## src/rtl/osc_decimator_pkg.sv

```systemverilog
// Shared constants, types and helpers for the oscilloscope decimator.
package osc_decimator_pkg;

  localparam int unsigned MODE_MAX  = 4;
  localparam int unsigned DIV_ITER  = 25;
  localparam int unsigned OUT_SHIFT = 18;
  localparam int unsigned CNT_W     = 14;

  typedef logic [CNT_W-1:0] cnt_t;
  typedef logic [2:0]       mode_t;

  localparam cnt_t WIN_LEN [0:MODE_MAX] = '{14'd1, 14'd10, 14'd100, 14'd1000, 14'd10000};

  typedef enum logic {
    DIV_IDLE = 1'b0,
    DIV_BUSY = 1'b1
  } div_state_t;

  function automatic mode_t clamp_mode(input logic [3:0] m);
    return (m > 4'(MODE_MAX)) ? mode_t'(MODE_MAX) : m[2:0];
  endfunction

  // 12-bit signed result placed at [29:18], sign-extended above.
  function automatic logic [31:0] align_out(input logic [11:0] v);
    return 32'($signed(v)) << OUT_SHIFT;
  endfunction

endpackage

```

## src/rtl/osc_decimator_if.sv

```systemverilog
// Sample input / decimated output bundle of osc_decimator.
interface osc_decimator_if;
  logic [11:0] adc_in;
  logic        adc_valid;
  logic [3:0]  Mode;
  logic        ovr_clr;
  logic [31:0] dec_out;
  logic        dec_valid;
  logic        overrun;

  modport master (
    output adc_in, adc_valid, Mode, ovr_clr,
    input  dec_out, dec_valid, overrun
  );

  modport slave (
    input  adc_in, adc_valid, Mode, ovr_clr,
    output dec_out, dec_valid, overrun
  );
endinterface

```

## src/rtl/osc_decimator_divider.sv

```systemverilog
// Sequential restoring divider: |dividend| / divisor over 25 iterations, signed, saturated result.
module dec_divider
  import osc_decimator_pkg::*;
(
  input  logic        clk,
  input  logic        rst,
  input  logic        start,
  input  logic [31:0] dividend,
  input  logic [13:0] divisor,
  output logic        busy,
  output logic        done,
  output logic [11:0] quotient
);

  localparam int unsigned MAG_W = DIV_ITER;

  div_state_t       state, state_nxt;
  logic [4:0]       iter;
  logic [MAG_W-1:0] quo;
  logic [MAG_W-1:0] mag;
  logic [CNT_W-1:0] rem;
  logic [CNT_W-1:0] dsr;
  logic             neg;
  logic             last;
  logic [CNT_W:0]   rem_sh, rem_sub;
  logic             rem_ge;

  // |sum| of a full window never exceeds 10000*2048, which fits in MAG_W bits.
  assign mag     = MAG_W'(dividend[31] ? -dividend : dividend);
  assign last    = (iter == 5'(DIV_ITER));
  assign rem_sh  = {rem, quo[MAG_W-1]};
  assign rem_ge  = (rem_sh >= {1'b0, dsr});
  assign rem_sub = rem_sh - {1'b0, dsr};

  always_ff @(posedge clk or posedge rst) begin
    if (rst) state <= DIV_IDLE;
    else     state <= state_nxt;
  end

  always_comb begin
    state_nxt = state;
    unique case (state)
      DIV_IDLE: if (start) state_nxt = DIV_BUSY;
      DIV_BUSY: if (last)  state_nxt = DIV_IDLE;
      default:             state_nxt = DIV_IDLE;
    endcase
  end

  always_comb begin
    busy     = (state == DIV_BUSY);
    done     = busy && last;
    quotient = '0;
    if (neg) quotient = (quo > MAG_W'(2048)) ? 12'h800 : 12'(-quo);
    else     quotient = (quo > MAG_W'(2047)) ? 12'h7FF : quo[11:0];
  end

  always_ff @(posedge clk or posedge rst) begin
    if (rst) begin
      iter <= '0;
      quo  <= '0;
      rem  <= '0;
      dsr  <= '0;
      neg  <= 1'b0;
    end else if (state == DIV_IDLE) begin
      if (start) begin
        iter <= '0;
        quo  <= mag;
        rem  <= '0;
        dsr  <= divisor;
        neg  <= dividend[31];
      end
    end else if (!last) begin
      // Dividend bits shift out of quo's top while quotient bits enter at the bottom.
      rem  <= rem_ge ? rem_sub[CNT_W-1:0] : rem_sh[CNT_W-1:0];
      quo  <= {quo[MAG_W-2:0], rem_ge};
      iter <= iter + 5'd1;
    end
  end

endmodule

```

## src/rtl/osc_decimator.sv

```systemverilog
// ADC sample decimator: windowed accumulation of 10**Mode samples, averaged by dec_divider.
module osc_decimator
  import osc_decimator_pkg::*;
(
  input  logic           Fg_CLK,
  input  logic           RESET,
  osc_decimator_if.slave bus
);

  logic signed [11:0] sample;
  logic signed [31:0] acc, acc_sum;
  cnt_t               cnt, win_len;
  mode_t              mode_lat, mode_cur;
  logic               dump, bypass, div_start, drop;
  logic               div_busy, div_done;
  logic [11:0]        div_q;

  assign sample  = {~bus.adc_in[11], bus.adc_in[10:0]};
  assign acc_sum = acc + 32'(sample);

  // The first sample of a window sees the live Mode; later samples use the latched one.
  assign mode_cur  = (cnt == '0) ? clamp_mode(bus.Mode) : mode_lat;
  assign win_len   = WIN_LEN[mode_cur];
  assign dump      = bus.adc_valid && (cnt == win_len - cnt_t'(1));
  assign bypass    = dump && (mode_cur == '0);
  assign div_start = dump && (mode_cur != '0) && !div_busy;
  // A bypass sample colliding with a divider result is dropped as well.
  assign drop      = (dump && (mode_cur != '0) && div_busy) || (bypass && div_done);

  dec_divider u_div (
    .clk      (Fg_CLK),
    .rst      (RESET),
    .start    (div_start),
    .dividend (acc_sum),
    .divisor  (win_len),
    .busy     (div_busy),
    .done     (div_done),
    .quotient (div_q)
  );

  always_ff @(posedge Fg_CLK or posedge RESET) begin
    if (RESET) begin
      acc      <= '0;
      cnt      <= '0;
      mode_lat <= '0;
    end else if (bus.adc_valid) begin
      if (cnt == '0) mode_lat <= clamp_mode(bus.Mode);
      if (dump) begin
        acc <= '0;
        cnt <= '0;
      end else begin
        acc <= acc_sum;
        cnt <= cnt + cnt_t'(1);
      end
    end
  end

  always_ff @(posedge Fg_CLK or posedge RESET) begin
    if (RESET) begin
      bus.dec_out   <= '0;
      bus.dec_valid <= 1'b0;
      bus.overrun   <= 1'b0;
    end else begin
      bus.dec_valid <= 1'b0;
      if (div_done) begin
        bus.dec_valid <= 1'b1;
        bus.dec_out   <= align_out(div_q);
      end else if (bypass) begin
        bus.dec_valid <= 1'b1;
        bus.dec_out   <= align_out(sample);
      end
      bus.overrun <= drop | (bus.overrun & ~bus.ovr_clr);
    end
  end

endmodule

```

## src/flat_wrapper.sv

```systemverilog
// flat-port wrapper written by rule: the top's interface ports become plain ports
module osc_decimator_flat import osc_decimator_pkg::*;
  (Fg_CLK, RESET, bus_adc_in, bus_adc_valid, bus_Mode, bus_ovr_clr, bus_dec_out, bus_dec_valid, bus_overrun);
  osc_decimator_if bus_i ();
  input  logic Fg_CLK;
  input  logic RESET;
  input wire logic [$bits(bus_i.adc_in)-1:0] bus_adc_in;
  input wire logic [$bits(bus_i.adc_valid)-1:0] bus_adc_valid;
  input wire logic [$bits(bus_i.Mode)-1:0] bus_Mode;
  input wire logic [$bits(bus_i.ovr_clr)-1:0] bus_ovr_clr;
  output wire logic [$bits(bus_i.dec_out)-1:0] bus_dec_out;
  output wire logic [$bits(bus_i.dec_valid)-1:0] bus_dec_valid;
  output wire logic [$bits(bus_i.overrun)-1:0] bus_overrun;
  assign bus_i.adc_in = bus_adc_in;
  assign bus_i.adc_valid = bus_adc_valid;
  assign bus_i.Mode = bus_Mode;
  assign bus_i.ovr_clr = bus_ovr_clr;
  assign bus_dec_out = bus_i.dec_out;
  assign bus_dec_valid = bus_i.dec_valid;
  assign bus_overrun = bus_i.overrun;
  osc_decimator u_core (.Fg_CLK(Fg_CLK), .RESET(RESET), .bus(bus_i));
endmodule
```

## config.mk

```make
export PLATFORM = sky130hd
export DESIGN_NAME = osc_decimator_flat
export DESIGN_NICKNAME = d
export VERILOG_FILES = /design/src/rtl/osc_decimator_pkg.sv /design/src/rtl/osc_decimator_if.sv /design/src/rtl/osc_decimator_divider.sv /design/src/rtl/osc_decimator.sv /design/src/flat_wrapper.sv
export SDC_FILE = /design/constraint.sdc
export NUM_CORES = 1
export LEC_CHECK = 0
export ABC_AREA = 1
export CAP_MARGIN = 20
export CORE_MARGIN = 2
export CORE_UTILIZATION = 45
export CTS_BUF_LIST = sky130_fd_sc_hd__clkbuf_2 sky130_fd_sc_hd__clkbuf_4 sky130_fd_sc_hd__clkbuf_8
export CTS_CLUSTER_SIZE = 40
export DETAILED_ROUTE_END_ITERATION = 10
export DONT_BUFFER_PORTS = 1
export PLACE_DENSITY = 0.68
export SLEW_MARGIN = 20
export SYNTH_ARGS = -nofsm -noshare
export SYNTH_HDL_FRONTEND = slang
export SYNTH_SLANG_ARGS = --single-unit
```

## constraint.sdc

```tcl
create_clock -name Fg_CLK -period 3.8 [get_ports Fg_CLK]
set_input_delay 0.38 -clock Fg_CLK [delete_from_list [all_inputs] [get_ports Fg_CLK]]
set_output_delay 0.38 -clock Fg_CLK [all_outputs]
set_load 0.01 [all_outputs]
```

==> out/qor.yml, run 1 <==
placement:
  port_buffers: 0
  gpl.final_weighted_congestion: 0.9341
  hpwlAfterDp_um: 19450
  placed_area_um2: 9966
  placed_cells_incl_taps: 1731
  post-place-ws_ns: 0.2453
grt:
  antenna_found_initial: 0
  maximum_number_of_pins_on_one_net_before_global_route_repair: 65
  grt_pass1_vias: 8810
  grt_overflow: 0
  grt.met3_usage_pct: 4.488
  groute.usage.overall_pct: 23.38
  grtUsageMet2_pct: 37.85
  grt_pass1_wl_um: 43040
  busiest_layer: "met2"
  globalRouteMet1Util_pct: 30.98
final_layout:
  drive_gt1_share_pct: 6.577
  leading_cell_type_in_the_layout_fill_and_taps_excluded: "nand2_1"
  postLayoutCellArea_um2: 10420
  antenna-diode-count: 0
  post_layout_nonfiller_instances: 1765
  synthToLayoutAreaGrowth_pct: 6.781
  commonest_non_fill_non_tap_cells_in_the_layout: "434 x nand2_1, 195 x inv_1, 163 x nand3_1"
  design.final.nets: 1550
setup_path:
  cp-startpoint: "u_core.cnt[0]$_DFFE_PP0P_"
  path_common_cell: "nand2_1"
  buffers_plus_inverters_on_the_worst_setup_path: 3
  worst_ep_required_time_ns: 4.13
  worst_path_largest_cell_delay_ns: 0.43
  worstReg2RegStart: "u_core.cnt[0]$_DFFE_PP0P_"
  timing.critical_path.cells: "inv_1 > ha_1 > nand3_2 > nor2_4 > nand2_2 > nand2_2 > nand2_4 > clkinv_2 > nand3_4 > ha_1 > o21ai_0 > a211oi_1 > nand2_1 > nor2_1 > nand2_1 > nor2_1 > nand2_1 > nor2_2 > nand2_1 > nor2_4 > nand2_1 > buf_4 > nand3_1 > o21ai_0"
  worst-path-max-fanout: 11
  crit_path_end_kind: "register"
  cp_data_arrival_time_ns: 3.80
  start_kind: "register"
  slowest_stage: "dfrtp_1"
  timing.setup.critical_path_class: "register to register"
  timing.critical_path.max_delay_family: "simple AND/OR/NAND/NOR gates"
clock_tree:
  post-cts-setup-buffers: 0
  clockBufferDepth: 2
  cts_inserted_buffers: 17
  numClockSinks: 117
  tritoncts_clock_tree: "built"
  clk_pin_slew_worst_paths_ns: 0.08
  clock_insertion_delay_worst_skew_ns: 0.45
  clk_root_buffer_cell: "clkbuf_8"
  htreeDepth: 4
timing:
  max_slew.worst_pin.slew_ns: 0.8262
  finalCriticalPeriod_ns: 3.471
  hold-worst-slack_ns: 0.06584
  max-slew-margin-rel_pct: 44.92
  fin_crit_sh_pct: 91.34
  slew_violations: 0
  setup_viol: 0
  rsz0062_at_grt: "false"
  finalHoldViolCount: 0
  clock-skew-final_ns: 0.01379
  timing.final.ws_setup_ns: 0.3292
  fin_tns_setup_ns: 0
  max_freq_ghz: 0.2881
flow_run:
  max-cap-violations: 0
floorplan:
  effective_utilization_at_floorplan_pct: 46.14
  chipHeight_um: 151.3
  die-area_um2: 22880
  core.rowCount: 53
  placeableCoreArea_um2: 21150
  dieWidth_um: 151.3
  pin_count: 54
route:
  drtAntennaViolNets: 0
  wire_per_inst_um: 14.47
  detail_route.first_pass.iterations: 5
  detail_route.vias_per_cell: 5.331
  drc_errors: 0
  totalWireLength_um: 25550
  drt_first_iter_violations: 588
  routed-via-count: 9409
worst_hold_path:
  hp-start: "bus_adc_valid"
  hold_path.class: "primary input to register"
logic_synthesis:
  postSynth.topFlopCell: "dfrtp_1"
  yosysWarningCount: 0
  ys_seq_area_share_pct: 30.00
  netlist_area_um2: 9761
  synth_enable_flop_cells: 0
  synthDistinctLibCells: 43
  synth.largest_area_cell: "dfrtp_1"
  synth_largest_type_area_fraction_pct: 30.00
  async_flop_share_pct: 100.0
  synth-seq-cells: 117
  synth_top_cells_by_area: "dfrtp_1 30%, nand2_1 17%, nand3_1 8.4%, inv_1 7.5%, ha_1 6.5%"
  synthesis.instances: 1479
  synth_area_per_cell_um2: 6.599
status:
  status: "finished clean"
power:
  cellPowerDensity_nw_per_um2: 647.0
  power.ir.vdd_worst_mv: 0.3181
  power.static_leakage_nw: 5.347
## kinds of logic (layout without fill, tap and decap cells)
group                      Yosys count  in the layout  share of synthesized area [%]
DFF                                117            117                          30.00
other                                1             18                        0.03842
AOI/OAI and AO/OA                  204            204                          11.49
buffers and inverters              259            253                          11.40
adders and majority gates           53             53                          6.948
xor gates and xnor gates            34             34                          3.051
and+or+nand+nor                    811            811                          37.08
## synthesized netlist by cell type (3+ instances only)
cell        n
or2_2       3
buf_4      22
xor2_1     26
nor2_2      7
xnor2_1     8
nand2_1   434
inv_2       4
a21oi_1    62
nor3_1     15
a21boi_0    3
nand4_1    26
dfrtp_1   117
nor2_1    108
nand2_4     3
buf_2       9
inv_1     196
o211ai_1   14
nor2_4      4
nand3b_1   13
nand3_2    14
ha_1       51
nand2_2     9
clkbuf_1   18
o221ai_1    7
o21ai_1     7
o21bai_1    6
o21ai_0    98
buf_6       6
nand3_1   163
nor4_1      8
## routing by layer
metal / vias up / part of all wire, % / wire length (um)
met5: - / 0 / 0
met2: 235 / 46 / 11630
met1: 4362 / 47 / 11910
met4: 0 / 2.7 / 681
li1: 4767 / - / -
met3: 45 / 5.2 / 1334
## through the flow
stage	total power [mW]	utilization, %
final	6.744	49.27
after global placement	5.412	47.11
after floorplan	4.556	-
after detailed placement	5.468	47.11
after CTS	6.750	49.19
after global routing	7.434	49.27
## path summary, 6_finish.rpt
path | end | slack (ns) | cells after the start
max in group asynchronous | u_core.bus.dec_out[23]$_DFFE_PP0P_ | 2.27 | 3
hold reg to reg | u_core.acc[4]$_DFFE_PP0P_ | 0.50 | 2
setup reg to reg | u_core.bus.dec_out[30]$_DFFE_PP0P_ | 0.33 | 24
setup / recovery | u_core.bus.dec_out[30]$_DFFE_PP0P_ | 0.33 | 24
hold / removal | u_core.cnt[1]$_DFFE_PP0P_ | 0.07 | 1
min in group asynchronous | u_core.mode_lat[0]$_DFFE_PP0P_ | 0.58 | 2
## final cells by class
class                           instances  area, um^2
Tap cell                              275       344.1
Fill cell                            2143       10730
Sequential cell                       117        2928
Multi-Input combinational cell       1120        5806
Timing Repair Buffer                   19       163.9
Clock buffer                           18       241.5
Inverter                              202       762.0
Clock inverter                         14       177.7
## sequential cells by signal, indices dropped and copies added, names as in the netlist
name                  flops
u_core.bus.dec_valid      1
u_core.bus.dec_out       12
u_core.u_div.rem         14
u_core.u_div.quo         25
u_core.u_div.busy         1
u_core.u_div.iter         5
u_core.u_div.neg          1
u_core.mode_lat           3
u_core.u_div.dsr          8
u_core.acc               32
u_core.bus.overrun        1
u_core.cnt               14
## repair_timing
item                                   in CTS  in global routing
setup endpoints to repair                   0                 21
endpoints found under the hold margin      45                  0
gates resized for setup                     0                  3
hold buffers                                2                  0
## power by group
| group | switching, mW | internal [mW] | total [mW] |
|---|---|---|---|
| clock | 0.586 | 0.664 | 1.25 |
| combinational | 2.57 | 1.26 | 3.83 |
| sequential | 0.185 | 1.47 | 1.66 |
| total | 3.34 | 3.40 | 6.74 |
(Power assumes the default switching activity.)
==> run 2, diff against run 1 <==
--- a/config.mk
+++ b/config.mk
@@ -10,10 +10,10 @@
 export CORE_MARGIN = 2
 export CORE_UTILIZATION = 45
 export CTS_BUF_LIST = sky130_fd_sc_hd__clkbuf_2 sky130_fd_sc_hd__clkbuf_4 sky130_fd_sc_hd__clkbuf_8
-export CTS_CLUSTER_SIZE = 40
+export CTS_CLUSTER_SIZE = 8
 export DETAILED_ROUTE_END_ITERATION = 10
 export DONT_BUFFER_PORTS = 1
-export PLACE_DENSITY = 0.68
+export PLACE_DENSITY = 0.7
 export SLEW_MARGIN = 20
 export SYNTH_ARGS = -nofsm -noshare
 export SYNTH_HDL_FRONTEND = slang
==> constraint.sdc (replaced) <==
create_clock -name Fg_CLK -period 2.9 [get_ports Fg_CLK]
set_input_delay 0.29 -clock Fg_CLK [delete_from_list [all_inputs] [get_ports Fg_CLK]]
set_output_delay 0.29 -clock Fg_CLK [all_outputs]
set_load 0.01 [all_outputs]
==> out/qor.yml, run 2 (synthesized netlist as in run 1, its figures left out) <==
status:
  failed_checks: "negative setup slack"
  status: "complete, but fails checks"
timing:
  fin_tns_setup_ns: -12.48  # -12.48 ns
  rsz0062_at_grt: "true"
  clock-skew-final_ns: 0.01943  # +0.005638 ns
  max_freq_ghz: 0.3164  # +9.8%
  max_slew.worst_pin.slew_ns: 0.6672  # -0.1591 ns
  finalCriticalPeriod_ns: 3.160  # -0.3103 ns
  max-slew-margin-rel_pct: 55.47  # +11 points
  slew_violations: 0  # unchanged
  timing.final.ws_setup_ns: -0.2605  # -0.5897 ns
  fin_crit_sh_pct: 109.0  # +18 points
  finalHoldViolCount: 0  # unchanged
  setup_viol: 100  # +100
route:
  drc_errors: 0  # unchanged
  drtAntennaViolNets: 0  # unchanged
  detail_route.first_pass.iterations: 5  # unchanged
  routed-via-count: 9971  # +6.0%
  detail_route.vias_per_cell: 5.309  # -0.40%
  drt_first_iter_violations: 679  # +15%
  wire_per_inst_um: 14.26  # -1.5%
  totalWireLength_um: 26790  # +4.8%
power:
  cellPowerDensity_nw_per_um2: 846.2  # +31%
  power.static_leakage_nw: 5.961  # +11%
  total_power_mw: 9.819  # +46%
  power.ir.vdd_worst_mv: 0.4826  # +52%
final_layout:
  finish.utilization_pct: 54.85  # +5.6 points
  drive_gt1_share_pct: 15.41  # +8.8 points
  postLayoutCellArea_um2: 11600  # +11%
  regMostFlops: "u_core.acc"
  leading_cell_type_in_the_layout_fill_and_taps_excluded: "nand2_1"
  register_area_um2: 2928  # unchanged
  design.final.nets: 1664  # +7.4%
  multi_input_area_um2: 5992  # +3.2%
  largest_reg_flops: 32  # unchanged
  synthToLayoutAreaGrowth_pct: 18.88
  commonest_non_fill_non_tap_cells_in_the_layout: "421 x nand2_1, 193 x inv_1, 152 x nand3_1"
  largestRegisters: "u_core.acc x32, u_core.u_div.quo x25"
  num-fill-cells: 2068  # -3.5%
  post_layout_nonfiller_instances: 1878  # +6.4%
  antenna-diode-count: 0  # unchanged
clock_tree:
  clk_root_buffer_cell: "clkbuf_8"
  clockBufferDepth: 2  # unchanged
  htreeDepth: 4  # unchanged
  clk_pin_slew_worst_paths_ns: 0.07  # about the same
  cts_inserted_buffers: 17  # unchanged
  clock_insertion_delay_worst_skew_ns: 0.46  # about the same
  tritoncts_clock_tree: "built"
  numClockSinks: 117  # unchanged
setup_path:
  worst_ep_required_time_ns: 3.26  # -0.87 ns
  timing.critical_path.max_delay_family: "simple AND/OR/NAND/NOR gates"
  setup.worst_path.end: "u_core.bus.dec_out[18]$_DFFE_PP0P_"
  cp-startpoint: "u_core.cnt[0]$_DFFE_PP0P_"
  worstReg2RegStart: "u_core.cnt[0]$_DFFE_PP0P_"
  regToRegEndpoint: "u_core.bus.dec_out[18]$_DFFE_PP0P_"
  crit_path_end_kind: "register"
  worst_path_largest_cell_delay_ns: 0.39  # -0.04 ns
  timing.critical_path.depth: 26  # +8.3%
  worstRegToRegCells: 26  # +8.3%
  timing.setup.critical_path_class: "register to register"
  worst-path-max-fanout: 7  # -4
  worst-r2r-setup-slack_ns: -0.26  # -0.59 ns
  cp_data_arrival_time_ns: 3.52  # -0.28 ns
  buffers_plus_inverters_on_the_worst_setup_path: 4  # +1
  start_kind: "register"
  slowest_stage: "dfrtp_1"
placement:
  gpl.final_weighted_congestion: 0.9114  # -2.4%
  hpwlAfterDp_um: 20420  # +5.0%
  placed_area_um2: 10860  # +9.0%
  port_buffers: 0  # unchanged
  placed_cells_incl_taps: 1832  # +5.8%
grt:
  grt_pass1_wl_um: 44550  # +3.5%
  grt_overflow: 0  # unchanged
  groute.usage.overall_pct: 24.25  # +0.87 points
  maximum_number_of_pins_on_one_net_before_global_route_repair: 52  # -20%
  antenna_found_initial: 0  # unchanged
  grt_pass1_vias: 9320  # +5.8%
floorplan:
  placeableCoreArea_um2: 21150  # unchanged
  effective_utilization_at_floorplan_pct: 46.14  # unchanged
  die-area_um2: 22880  # unchanged
  pin_count: 54  # unchanged
  chipHeight_um: 151.3  # unchanged
  dieWidth_um: 151.3  # unchanged
  core.rowCount: 53  # unchanged
worst_hold_path:
  hold_path.class: "primary input to register"
flow_run:
  max-cap-violations: 0  # unchanged
-- run 2: worst min path at each step --
stage / end / slack, ns / from / cells after the start
after floorplan: u_core.u_div.dsr[9]$_DFFE_PP0P_ / 0.45 / u_core.u_div.dsr[9]$_DFFE_PP0P_ / 2
after global placement: u_core.u_div.rem[8]$_DFFE_PP0P_ / 0.21 / RESET / 1
after detailed placement: u_core.u_div.rem[8]$_DFFE_PP0P_ / 0.20 / RESET / 1
after CTS: u_core.bus.dec_out[26]$_DFFE_PP0P_ / 0.001 / bus_adc_in[8] / 2
after global routing: u_core.bus.dec_out[27]$_DFFE_PP0P_ / -0.003 / bus_adc_in[9] / 2
final: u_core.bus.dec_out[26]$_DFFE_PP0P_ / 0.007 / bus_adc_in[8] / 2
-- run 2: worst register-to-register path: cells and delay by family (launching register included) --
family / cells / cell delay, ns
adders and majority gates: 2 / 0.45
DFF: 1 / 0.39
and+or+nand+nor: 17 / 1.50
buffers and inverters: 4 / 0.39
AOI/OAI and AO/OA: 3 / 0.35
-- run 2: what timing repair did --
action / CTS / global route
cloned: 1 / 2
setup buffers: 3 / 2
hold endpoints to repair: 23 / 1
setup endpoints to repair: 98 / 113
pin swaps: 4 / 3
gates resized for setup: 22 / 27
hold buffers: 6 / 1
-- run 2: layout make-up --
cell class	count	share of cell area (%)
Multi-Input combinational cell	1120	51.64
Sequential cell	117	25.23
Timing Repair Buffer	133	10.13
Inverter	202	6.610
Tap cell	275	2.965
Clock buffer	22	2.556
Clock inverter	9	0.8734
-- run 2: metrics by stage --
| stage | hold WS [ns] | worst slack [ns] |
|---|---|---|
| 2_1_floorplan | 0.4530 | -0.05698 |
| 3_3_place_gp | 0.2100 | -0.08263 |
| 3_5_place_dp | 0.2001 | -0.1272 |
| 4_1_cts | 0.001291 | -0.1449 |
| 5_1_grt | -0.002959 | -0.4918 |
| 6_report | 0.007362 | -0.2605 |
-- run 2: per-layer routing --
metal  up-vias  global-route usage [%]  part of all wire [%]
met5         -                       0                     0
met4         0                   7.710                   2.1
met3        38                   3.795                   5.3
met2       269                   40.45                    47
met1      4656                   32.23                    46
li1       5008                       -                     -
-- run 2: power by group --
part           total, mW  switching [mW]  leakage [nW]  internal, mW
registers           2.13           0.195          1.31          1.93
logic               6.14            3.67          4.44          2.47
clock network       1.55           0.701         0.208         0.853
total               9.82            4.56          5.96          5.26
==> run 3, diff against run 2 <==
--- a/config.mk
+++ b/config.mk
@@ -12,8 +12,8 @@
 export CTS_BUF_LIST = sky130_fd_sc_hd__clkbuf_2 sky130_fd_sc_hd__clkbuf_4 sky130_fd_sc_hd__clkbuf_8
 export CTS_CLUSTER_SIZE = 8
 export DETAILED_ROUTE_END_ITERATION = 10
-export DONT_BUFFER_PORTS = 1
-export PLACE_DENSITY = 0.7
+export GPL_TIMING_DRIVEN = 0
+export PLACE_DENSITY = 0.73
 export SLEW_MARGIN = 20
 export SYNTH_ARGS = -nofsm -noshare
 export SYNTH_HDL_FRONTEND = slang
==> out/qor.yml, run 3 (synthesized netlist as in run 1, its figures left out) <==
status:
  status: "complete, but fails checks"
  failed_checks: "negative setup slack"
power:
  comb_power_share_pct: 58.0  # -4.5 points
  cellPowerDensity_nw_per_um2: 772.3  # -8.7%
  internal-power_mw: 4.642  # -12%
  power.static_leakage_nw: 5.962  # about the same
  netSwitchingPower_mw: 4.495  # -1.5%
  p_sw_share_pct: 49.20  # +2.7 points
  seq_power_share_pct: 24.0  # +2.3 points
  power.ir.vdd_worst_mv: 0.4214  # -13%
  power.clock.fraction_pct: 18.0  # +2.2 points
setup_path:
  timing.critical_path.max_delay_family: "simple AND/OR/NAND/NOR gates"
  start_kind: "register"
  cp_data_arrival_time_ns: 3.64  # +0.12 ns
  worstReg2RegStart: "u_core.cnt[11]$_DFFE_PP0P_"
  buffers_plus_inverters_on_the_worst_setup_path: 2  # -2
  worst_path_largest_cell_delay_ns: 0.44  # +0.05 ns
  worst-path-max-fanout: 10  # +3
  worstRegToRegCells: 22  # -15%
  timing.setup.critical_path_class: "register to register"
  worst-r2r-setup-slack_ns: -0.40  # -0.14 ns
  slowest_stage: "dfrtp_1"
  worst_ep_required_time_ns: 3.23  # -0.03 ns
  timing.critical_path.cells: "nor2_2 > nand2_2 > nor2_2 > nand3b_1 > nand2_4 > buf_4 > nand3_4 > ha_4 > o21ai_2 > a211oi_2 > nand2_1 > nor2_1 > nand2_1 > nor2_1 > nand2_1 > nor2_2 > nand2_2 > nor2_4 > nand3_4 > nand2_4 > buf_8 > o21ai_0"
  regToRegEndpoint: "u_core.u_div.rem[0]$_DFFE_PP0P_"
  crit_path_end_kind: "register"
final_layout:
  leading_cell_type_in_the_layout_fill_and_taps_excluded: "nand2_1"
  regMostFlops: "u_core.acc"
  design.final.nets: 1667  # +0.18%
  finish.utilization_pct: 55.92  # +1.1 points
  largest_reg_flops: 32  # unchanged
  synthToLayoutAreaGrowth_pct: 21.20
  commonest_non_fill_non_tap_cells_in_the_layout: "423 x nand2_1, 186 x inv_1, 148 x nand3_1"
  drive_gt1_share_pct: 14.13  # -1.3 points
  antenna-diode-count: 0  # unchanged
  largestRegisters: "u_core.acc x32, u_core.u_div.quo x25"
clock_tree:
  clk_root_buffer_cell: "clkbuf_8"
  htreeDepth: 4  # unchanged
  cts.hold.buffers_added: 0  # -6
  clockBufferDepth: 2  # unchanged
  cts_inserted_buffers: 17  # unchanged
  clock_insertion_delay_worst_skew_ns: 0.47  # about the same
  tritoncts_clock_tree: "built"
  numClockSinks: 117  # unchanged
  clk_pin_slew_worst_paths_ns: 0.08  # about the same
timing:
  finalHoldViolCount: 0  # unchanged
  hold-worst-slack_ns: 0.2478  # +0.2405 ns
  max-slew-margin-rel_pct: 53.20  # -2.3 points
  max_slew.worst_pin.slew_ns: 0.7020  # +0.03485 ns
  rsz0062_at_grt: "true"
  fin_crit_sh_pct: 113.9  # +5.0 points
  clock-skew-final_ns: 0.01755  # -0.001883 ns
  timing.final.ws_setup_ns: -0.4044  # -0.1440 ns
  slew_violations: 0  # unchanged
  max_freq_ghz: 0.3026  # -4.4%
  finalCriticalPeriod_ns: 3.304  # +0.1440 ns
  setup_viol: 113  # +13%
route:
  drt_first_iter_violations: 671  # -1.2%
  detail_route.first_pass.iterations: 6  # +1
  wire_per_inst_um: 15.06  # +5.6%
  detail_route.vias_per_cell: 5.347  # +0.71%
  drtAntennaViolNets: 0  # unchanged
  totalWireLength_um: 28350  # +5.8%
  routed-via-count: 10063  # +0.92%
  drc_errors: 0  # unchanged
floorplan:
  dieWidth_um: 151.3  # unchanged
  pin_count: 54  # unchanged
  core.rowCount: 53  # unchanged
  chipHeight_um: 151.3  # unchanged
  placeableCoreArea_um2: 21150  # unchanged
  effective_utilization_at_floorplan_pct: 46.14  # unchanged
  die-area_um2: 22880  # unchanged
grt:
  maximum_number_of_pins_on_one_net_before_global_route_repair: 29  # -44%
  antenna_found_initial: 0  # unchanged
  groute.usage.overall_pct: 25.15  # +0.90 points
  grt_overflow: 0  # unchanged
  grt_pass1_vias: 9327  # +0.075%
  grt_pass1_wl_um: 45260  # +1.6%
flow_run:
  max-cap-violations: 0  # unchanged
worst_hold_path:
  hold_path.class: "primary input to asynchronous set/reset pin"
placement:
  port_buffers: 34  # +34
  hpwlAfterDp_um: 21190  # +3.8%
  gpl.final_weighted_congestion: 0.9535  # +4.6%
## run 3: changes by cell type in the layout (fill, tap and decap cells not counted), moves of 8 or more
| cell | delta |
|---|---|
| clkbuf_1 | +16 |
| buf_4 | -66 |
| clkdlybuf4s50_1 | +33 |
| buf_6 | +12 |
| nand2_2 | -8 |
## run 3: what timing repair did
action,CTS,global route
gates resized for setup,65,52
endpoints found under the setup margin,113,113
buffers inserted,29,6
pin swaps,23,11
cloned,7,0
## run 3: worst max-delay path by stage
| stage | startpoint | to | slack [ns] | depth (start not counted) |
|---|---|---|---|---|
| 5_1_grt | u_core.cnt[8]$_DFFE_PP0P_ | u_core.u_div.quo[10]$_DFFE_PP0P_ | -0.61 | 24 |
| 2_1_floorplan | u_core.cnt[0]$_DFFE_PP0P_ | u_core.u_div.rem[13]$_DFFE_PP0P_ | -0.06 | 25 |
| 3_5_place_dp | bus_adc_in[11] | u_core.u_div.quo[23]$_DFFE_PP0P_ | -1.24 | 18 |
| 4_1_cts | u_core.cnt[0]$_DFFE_PP0P_ | u_core.u_div.quo[24]$_DFFE_PP0P_ | -0.39 | 25 |
| 6_report | u_core.cnt[11]$_DFFE_PP0P_ | u_core.u_div.rem[0]$_DFFE_PP0P_ | -0.40 | 22 |
| 3_3_place_gp | bus_adc_in[11] | u_core.u_div.quo[23]$_DFFE_PP0P_ | -1.14 | 18 |
## run 3: per-layer routing
layer | global-route usage (%) | share of wire [%] | up-vias
li1 | - | - | 5017
met1 | 32.40 | 44 | 4625
met2 | 42.51 | 47 | 351
met3 | 3.795 | 6.3 | 70
met4 | 9.579 | 3.1 | 0
met5 | 0 | 0 | -
## run 3: power groups by stage
stage | Sequential, mW | Combinational [mW] | Clock [mW]
floorplan | 2.14 | 3.86 | 0
global placement | 2.20 | 4.94 | 0
detailed placement | 2.22 | 5.03 | 0
CTS | 2.18 | 5.14 | 1.66
global route | 2.23 | 6.05 | 1.74
finish | 2.19 | 5.30 | 1.65
## run 3: area by class of cell
class / count / area, um^2
timing repair buffer: 78 / 827.0
clock inverter: 12 / 152.6
buffer: 57 / 439.2
fill: 1989 / 9324
tap: 275 / 344.1
timing repair inverter: 1 / 7.507
clock buffer: 20 / 269.0
sequential: 117 / 2934
inverter: 202 / 773.2
multi-input combinational: 1120 / 6083
## run 3: metrics by stage
stage,total power [mW],setup slack (ns),std cells,instance area (um^2),setup TNS (ns)
finish,9.137,-0.4044,1882,11830,-38.63
detailed placement,7.243,-1.238,1809,10670,-72.12
CTS,8.978,-0.3883,1877,11620,-35.26
global route,10.01,-0.6090,1882,11830,-61.55
floorplan,6.000,-0.05698,1496,9889,-0.4899
global placement,7.142,-1.135,1805,10570,-68.61
